File: src/rtl/host_descriptor_dispatch.sv
// host_descriptor_dispatch
//   Consumer end of the host transmit descriptor interface. Takes one 24-bit
//   descriptor at a time, requests that packet from the packet buffer by
//   bufid, forwards its beats to the host port with one register stage, then
//   returns the bufid to the free-pointer pool. One packet in flight.
//
//   Optional XFER watchdog: define HOST_DISPATCH_TIMEOUT_EN. When a packet
//   receives no beat for TIMEOUT_CYCLES consecutive XFER cycles, its bufid is
//   released without a tail and ov_abort_cnt increments. Without the macro,
//   XFER waits for a tail indefinitely and ov_abort_cnt is tied to 0.
//
// Ports
//   i_clk, i_rst                         clock, synchronous active-high reset
//   iv_descriptor / i_descriptor_wr      descriptor in ([23:9] meta, [8:0] bufid)
//   o_descriptor_ready                   high only while IDLE
//   ov_pkt_bufid / o_pkt_rd_req          packet read request, held until i_pkt_rd_ack
//   iv_pkt_data / i_pkt_data_wr          beats from packet buffer ([133:132] flag)
//   ov_data / o_data_wr                  beats to host port, 1-cycle latency
//   ov_flow_meta                         metadata of the latest accepted descriptor
//   ov_bufid_release / o_bufid_release_wr  release request, held until i_bufid_release_ack
//   ov_tx_pkt_cnt, ov_abort_cnt          16-bit wrapping event counters
module host_descriptor_dispatch #(
    parameter int unsigned DATA_WIDTH     = 134,
    parameter int unsigned BUFID_WIDTH    = 9,
    parameter int unsigned TIMEOUT_CYCLES = 1023
) (
    input  logic                   i_clk,
    input  logic                   i_rst,
    input  logic [23:0]            iv_descriptor,
    input  logic                   i_descriptor_wr,
    output logic                   o_descriptor_ready,
    output logic [BUFID_WIDTH-1:0] ov_pkt_bufid,
    output logic                   o_pkt_rd_req,
    input  logic                   i_pkt_rd_ack,
    input  logic [DATA_WIDTH-1:0]  iv_pkt_data,
    input  logic                   i_pkt_data_wr,
    output logic [DATA_WIDTH-1:0]  ov_data,
    output logic                   o_data_wr,
    output logic [23-BUFID_WIDTH:0] ov_flow_meta,
    output logic [BUFID_WIDTH-1:0] ov_bufid_release,
    output logic                   o_bufid_release_wr,
    input  logic                   i_bufid_release_ack,
    output logic [15:0]            ov_tx_pkt_cnt,
    output logic [15:0]            ov_abort_cnt
);

    typedef enum logic [1:0] {IDLE, REQ, XFER, RELEASE} state_t;

    state_t                    state, state_nxt;
    logic [BUFID_WIDTH-1:0]    bufid;
    logic [23-BUFID_WIDTH:0]   meta;
    logic [DATA_WIDTH-1:0]     data;
    logic                      data_wr;
    logic [15:0]               tx_cnt;
    logic                      beat_in;
    logic                      tail_in;
    logic                      timeout;
    logic                      aborted;

    // Only beats arriving in XFER are forwarded; the flag MSB marks a tail (10 or 11).
    assign beat_in = (state == XFER) && i_pkt_data_wr;
    assign tail_in = beat_in && iv_pkt_data[DATA_WIDTH-1];

`ifdef HOST_DISPATCH_TIMEOUT_EN
    localparam int unsigned TW = $clog2(TIMEOUT_CYCLES + 1);

    logic [TW-1:0] idle_cnt;
    logic [15:0]   abort_cnt;

    // Fires on the TIMEOUT_CYCLES-th consecutive beat-less XFER cycle.
    assign timeout = (state == XFER) && !i_pkt_data_wr &&
                     (idle_cnt == TW'(TIMEOUT_CYCLES - 1));

    always_ff @(posedge i_clk) begin
        if (i_rst) begin
            idle_cnt  <= '0;
            abort_cnt <= '0;
            aborted   <= 1'b0;
        end else begin
            if (state != XFER || i_pkt_data_wr || timeout)
                idle_cnt <= '0;
            else
                idle_cnt <= idle_cnt + 1'b1;
            if (timeout) begin
                abort_cnt <= abort_cnt + 16'd1;
                aborted   <= 1'b1;
            end else if (state == IDLE) begin
                aborted   <= 1'b0;
            end
        end
    end

    assign ov_abort_cnt = abort_cnt;
`else
    assign timeout      = 1'b0;
    assign aborted      = 1'b0;
    assign ov_abort_cnt = '0;
`endif

    always_ff @(posedge i_clk) begin
        if (i_rst) state <= IDLE;
        else       state <= state_nxt;
    end

    always_comb begin
        state_nxt = state;
        case (state)
            IDLE:    if (i_descriptor_wr)     state_nxt = REQ;
            REQ:     if (i_pkt_rd_ack)        state_nxt = XFER;
            XFER:    if (tail_in || timeout)  state_nxt = RELEASE;
            RELEASE: if (i_bufid_release_ack) state_nxt = IDLE;
            default:                          state_nxt = IDLE;
        endcase
    end

    always_comb begin
        o_descriptor_ready = (state == IDLE);
        o_pkt_rd_req       = (state == REQ);
        o_bufid_release_wr = (state == RELEASE);
        ov_pkt_bufid       = (state == REQ)     ? bufid : '0;
        ov_bufid_release   = (state == RELEASE) ? bufid : '0;
    end

    always_ff @(posedge i_clk) begin
        if (i_rst) begin
            bufid   <= '0;
            meta    <= '0;
            data    <= '0;
            data_wr <= 1'b0;
            tx_cnt  <= '0;
        end else begin
            if (state == IDLE && i_descriptor_wr)
                {meta, bufid} <= iv_descriptor;
            data_wr <= beat_in;
            if (beat_in)
                data <= iv_pkt_data;
            if (state == RELEASE && i_bufid_release_ack && !aborted)
                tx_cnt <= tx_cnt + 16'd1;
        end
    end

    assign ov_data       = data;
    assign o_data_wr     = data_wr;
    assign ov_flow_meta  = meta;
    assign ov_tx_pkt_cnt = tx_cnt;

endmodule
File: config.mk
export PLATFORM = sky130hd
export DESIGN_NAME = host_descriptor_dispatch
export DESIGN_NICKNAME = d
export VERILOG_FILES = /design/src/rtl/host_descriptor_dispatch.sv
export SDC_FILE = /design/constraint.sdc
export NUM_CORES = 1
export LEC_CHECK = 0
export CORE_AREA = 2 2 141 143
export DETAILED_ROUTE_END_ITERATION = 12
export DIE_AREA = 0 0 143 145
export PLACE_DENSITY = 0.73
export SLEW_MARGIN = 20
export SYNTH_ARGS = -nofsm -noshare
export SYNTH_HDL_FRONTEND = slang
export SYNTH_SLANG_ARGS = --single-unit
export TNS_END_PERCENT = 1
File: constraint.sdc
create_clock -name i_clk -period 4.3 [get_ports i_clk]
set_input_delay 0.43 -clock i_clk [delete_from_list [all_inputs] [get_ports i_clk]]
set_output_delay 0.43 -clock i_clk [all_outputs]
set_load 0.02 [all_outputs]
* Word level (Yosys, flattened, before mapping)
Index checks and enable logic that the tools add are counted.
** Operators by class
- Add/sub/neg operators :: 1
- Eq/ne operators :: 7
- Mux-type cells :: 7
- Reductions and logical operators :: 6
** Operators with widths (count)
- $mux W9 :: 2
- $add A16 B1 Y16 const B :: 1
- $mux W2 :: 4
- $pmux W2 S4 :: 1
- $eq A2 B2 Y1 const B :: 2
- $logic_and A1 B1 Y1 :: 4
- $ne A2 B1 Y1 const B :: 2
- $ne A2 B2 Y1 const B :: 2
- $reduce_and A4 Y1 :: 1
- $eq A2 B1 Y1 const B :: 1
- $logic_not A2 Y1 :: 1
** Storage, ports and cells
- Bits in registers :: 177

* Longest topological paths before layout
- Depth after elaboration :: 5
- Gate-level depth with buffers :: 8
- Gate-level depth less buffers :: 6

* Worst setup path after synthesis
No wires, ideal clock.
- Path kind :: reg2reg
- Start point :: register state[0]
- End point :: register tx_cnt[15] (netlist: ov_tx_pkt_cnt[15])
- Library setup time :: 0.070 ns
- Data arrival time :: 1.710 ns
- Required time :: 4.230 ns
- Path slack :: 2.520 ns
- Cell stages (with the launch flop) :: 7
- Period minus slack after synthesis :: 1.780 ns
- Path through :: dfxtp_1 ha_1 and4_1 buf_4 nand3_1 or4_1 a21oi_1
** Between the ends
- Longest elaborated chain between the ends :: 2
** Ends and longest elaborated chain
- start, declared :: RTL line 49 : state_t state, state_nxt;
- start signal, assigned :: RTL line 102 : else state <= state_nxt;
- $eq A2 B2 Y1
- named net o_bufid_release_wr :: RTL line 41 : output logic o_bufid_release_wr,
- $logic_and A1 B1 Y1 :: RTL line 137 : if (state == RELEASE && i_bufid_release_ack && !aborted)
- end signal, assigned :: RTL line 138 : tx_cnt <= tx_cnt + 16'd1;
- end, declared :: RTL line 54 : logic [15:0] tx_cnt;
The timed path passes the listed nets, and every way through them passes these cells.
A chain may end at the register's enable or synchronous reset.

* Worst setup path after layout
- Start point :: register state[0]
- End point :: output ov_bufid_release[7]
** Between the ends
- Longest elaborated chain between the ends :: 2
** Ends and longest elaborated chain
- $eq A2 B2 Y1 :: RTL line 121 : ov_bufid_release = (state == RELEASE) ? bufid : '0;
- $mux W9 :: RTL line 121
- end, declared :: RTL line 40 : output logic [BUFID_WIDTH-1:0] ov_bufid_release,
Every way passes these cells.

==> key figures <==
Place
  • Placer congestion estimate: 0.767
  • IO buf count: 350
  • Placed instance area: around 0.010 mm2
  • Pre-CTS setup slack: 2030 ps
  • DP Wirelength: 14200 um

Worst setup path
  • Crit path DAT: 2160 ps
  • FF-to-FF path depth: 5
  • WP depth: 3
  • Worst reg2reg setup slack: between 2000 and 2500 ps
  • Reg2reg end: ov_tx_pkt_cnt[15]
  • Delay-heaviest family, CP: buffers and inverters
  • Slowest stage cell on the critical path: clkdlybuf4s50_1
  • Crit path max fanout: 16
  • Reg-to-reg startpoint: state[0]
  • WP data required: 3870 ps
  • Worst path bufs/invs: 1
  • Worst Setup End Kind: output port
  • Largest stage delay, worst path: roughly 620 ps
  • CP Class: reg2out
  • CP startpoint kind: flip-flop
  • Worst path cell trace: ha_1 > and2_1 > clkdlybuf4s50_1

Finish
  • Layout cell share with drive strength beyond 1: 0.0390
  • Area grow syn2layout: 64.8%
  • # diodes: 0
  • Fin nets: about 1300
  • Post-Layout Inst Area: 0.0108 mm2
  • Core Util, Final: 0.560

Logic synthesis
  • Syn Inst Count: 826
  • Total number of yosys warnings: 0
  • Top cells by count, synth: nand2_1, dfxtp_1, a21oi_1, clkbuf_1, and2_1
  • Sequential share of the synthesized area: 0.543
  • Post-Synth XOR/XNOR Area: 0.0148
  • Synth Area in Compound Gates: 0.134
  • Mux contribution to synthesized area: 0.00153
  • Synth Area in Adders: 0.00959
  • Count leader, synth: nand2_1
  • Synth Area in Simple Gates: 0.242
  • Top cell type's share of synthesized area: 0.543
  • Cell area after synthesis: 0.00652 mm2
  • Register bit total from synthesis: roughly 180
  • Top_reg_cell synth: dfxtp_1
  • Post-synth EDFFs: 0
  • Leading post-synthesis cells by cell area: dfxtp_1, nand2_1, a21oi_1
  • FFs w/ async S/R, synth: 0
  • Mean post-synth cell area: 7.90 um2
  • Synth unique cells: 35
  • Area leader, netlist: dfxtp_1
  • Largest family of logic cells by synthesized area: simple AND/OR/NAND/NOR gates

Timing
  • Max-slew violation count: 0
  • RSZ-0062 raised after global routing: no
  • Worst-Margin Slew: 939 ps
  • Clock Skews: 11.7 ps
  • Total negative slack: 0 ps
  • Final Hold Vio Count: 0
  • Crit path time final: 2590 ps
  • Final setup margin: 1710 ps
  • Peak Freq: 386 MHz
  • Period utilization: 0.603
  • Final setup viols: 0
  • Worst slew margin: 0.374
  • Worst Hold Slack: 451 ps

Hold path
  • Hold path startpoint: ov_data[132]
  • End of the worst hold path: ov_data[132]
  • Hold Path Depth: 2
  • Worst Hold Class: reg2reg

Detailed routing
  • Vias post-DR: between 6000 and 7000
  • Via/cell ratio: 4.58
  • Routed len/inst: 14.4 um
  • DRC: 0
  • Routed wire length: 20400 um
  • Pre-antenna DRT Iters: 4
  • Antenna Violating Nets Remaining: 0
  • Initial drt markers: 304

Global routing
  • Largest net degree at the start of global routing: 95
  • Congestion Overflow GR: 0
  • Antenna violations before repair: 0
  • Vias in the first global route: 6065
  • First-pass GRT wire length: 31400 um
  • Total track usage: 0.190

Outcome
  • Outcome: complete, no violations

Clock tree
  • CTS tree: built
  • Root Buffer: clkbuf_16
  • Clock transition at path regs: 70 ps
  • Max Root-Sink Buffers: 2
  • Worst-skew pair later-pin latency: 420 ps
  • Buffer count from post-CTS setup fixing: 0
  • CTS Hold Bufs: 0
  • CTS Sinks: 177
  • Resize count post-CTS: 0
  • H-tree depth: 4
  • Clock buffer count from CTS: 17

Die
  • Die Wd: approximately 140 um
  • Die height: 145 um
  • Initial core utilization: 0.340
  • Ports: 367
  • Core footprint: roughly 0.019 mm2
  • Die ar.: just over 0.02 mm2
  • Row cnt: 51

Power and ir drop
  • Worst vdd ir: 0.340 mV
  • Power Dens Cells: between 400 and 500 mW/mm2
  • Leak pwr: 3.72 nW

Run
  • Max-Cap Viols: 0
placed cells by master (no fill, tap or decap), types with 2 or more instances in the layout:
cell               n
xor2_1             7
conb_1            16
nand4_1            4
nor2_1            16
nor3_1             2
and4_1             2
a21oi_1          164
clkbuf_16         17
inv_6              6
ha_1               5
nor2b_1            2
nand3_1            4
nand2_1          324
buf_12             3
buf_4              2
clkdlybuf4s50_1  349
dfxtp_1          177
inv_8              4
inv_1              4
and2_1            19
o21ai_0            2
xnor2_1            4
registers in the layout, summed over array words and instances, names as in the netlist:
register       count
o_data_wr          1
bufid              9
state              2
ov_data          134
ov_flow_meta      15
ov_tx_pkt_cnt     16
worst reg2reg max path: cells and delay by family, from the launching register on:
family                     cells  cell delay [ps]
DFF                            1              380
adders and majority gates      1              540
and+or+nand+nor                3             1020
AOI/OAI and AO/OA              1              140
power by group:
part	switching, mW	leakage (nW)	total [mW]	internal (mW)
clock	0.727	0.293	1.58	0.848
combinational	0.748	2.00	1.34	0.595
sequential	0.0924	1.43	1.91	1.82
worst max path at each step:
stage	slack, ps	start	end
floorplan	2520	state[0]	ov_tx_pkt_cnt[15]
global placement	2070	i_pkt_data_wr	ov_data[125]
detailed placement	2030	i_pkt_data_wr	ov_data[61]
CTS	1680	state[0]	ov_bufid_release[8]
global route	1600	state[0]	ov_bufid_release[1]
finish	1710	state[0]	ov_bufid_release[7]
logic make-up (layout without fill, tap and decap cells):
family	Yosys count	after routing
and+or+nand+nor	384	384
DFF	177	177
AOI/OAI and AO/OA	171	171
buffers and inverters	76	390
xor gates and xnor gates	11	11
adders and majority gates	5	5
other	1	16
muxes	1	1
routing by layer:
metal / vias up / track usage / share of wire
met5: - / 0 / 0
met1: 2960 / 0.217 / 0.39
met3: 39 / 0.0706 / 0.098
li1: 3258 / - / -
met2: 247 / 0.315 / 0.48
met4: 0 / 0.0866 / 0.029
area by class of cell:
cell class	count	area (um2)
fillers	1743	8460
repair buffers	354	3570
flip-flops and latches	177	3540
multi-input cells	588	2690
clock buffers	18	439
well taps	265	332
clock inverters	14	160
inverters	4	15.0
per-stage QoR:
step                      total power [mW]  instances
after floorplan                       2.66        841
after CTS                             4.89       1420
after global placement                3.29       1388
final                                 4.83       1420
after detailed placement              3.30       1388
after global routing                  5.08       1420
Power figures use the tool's default switching activity.
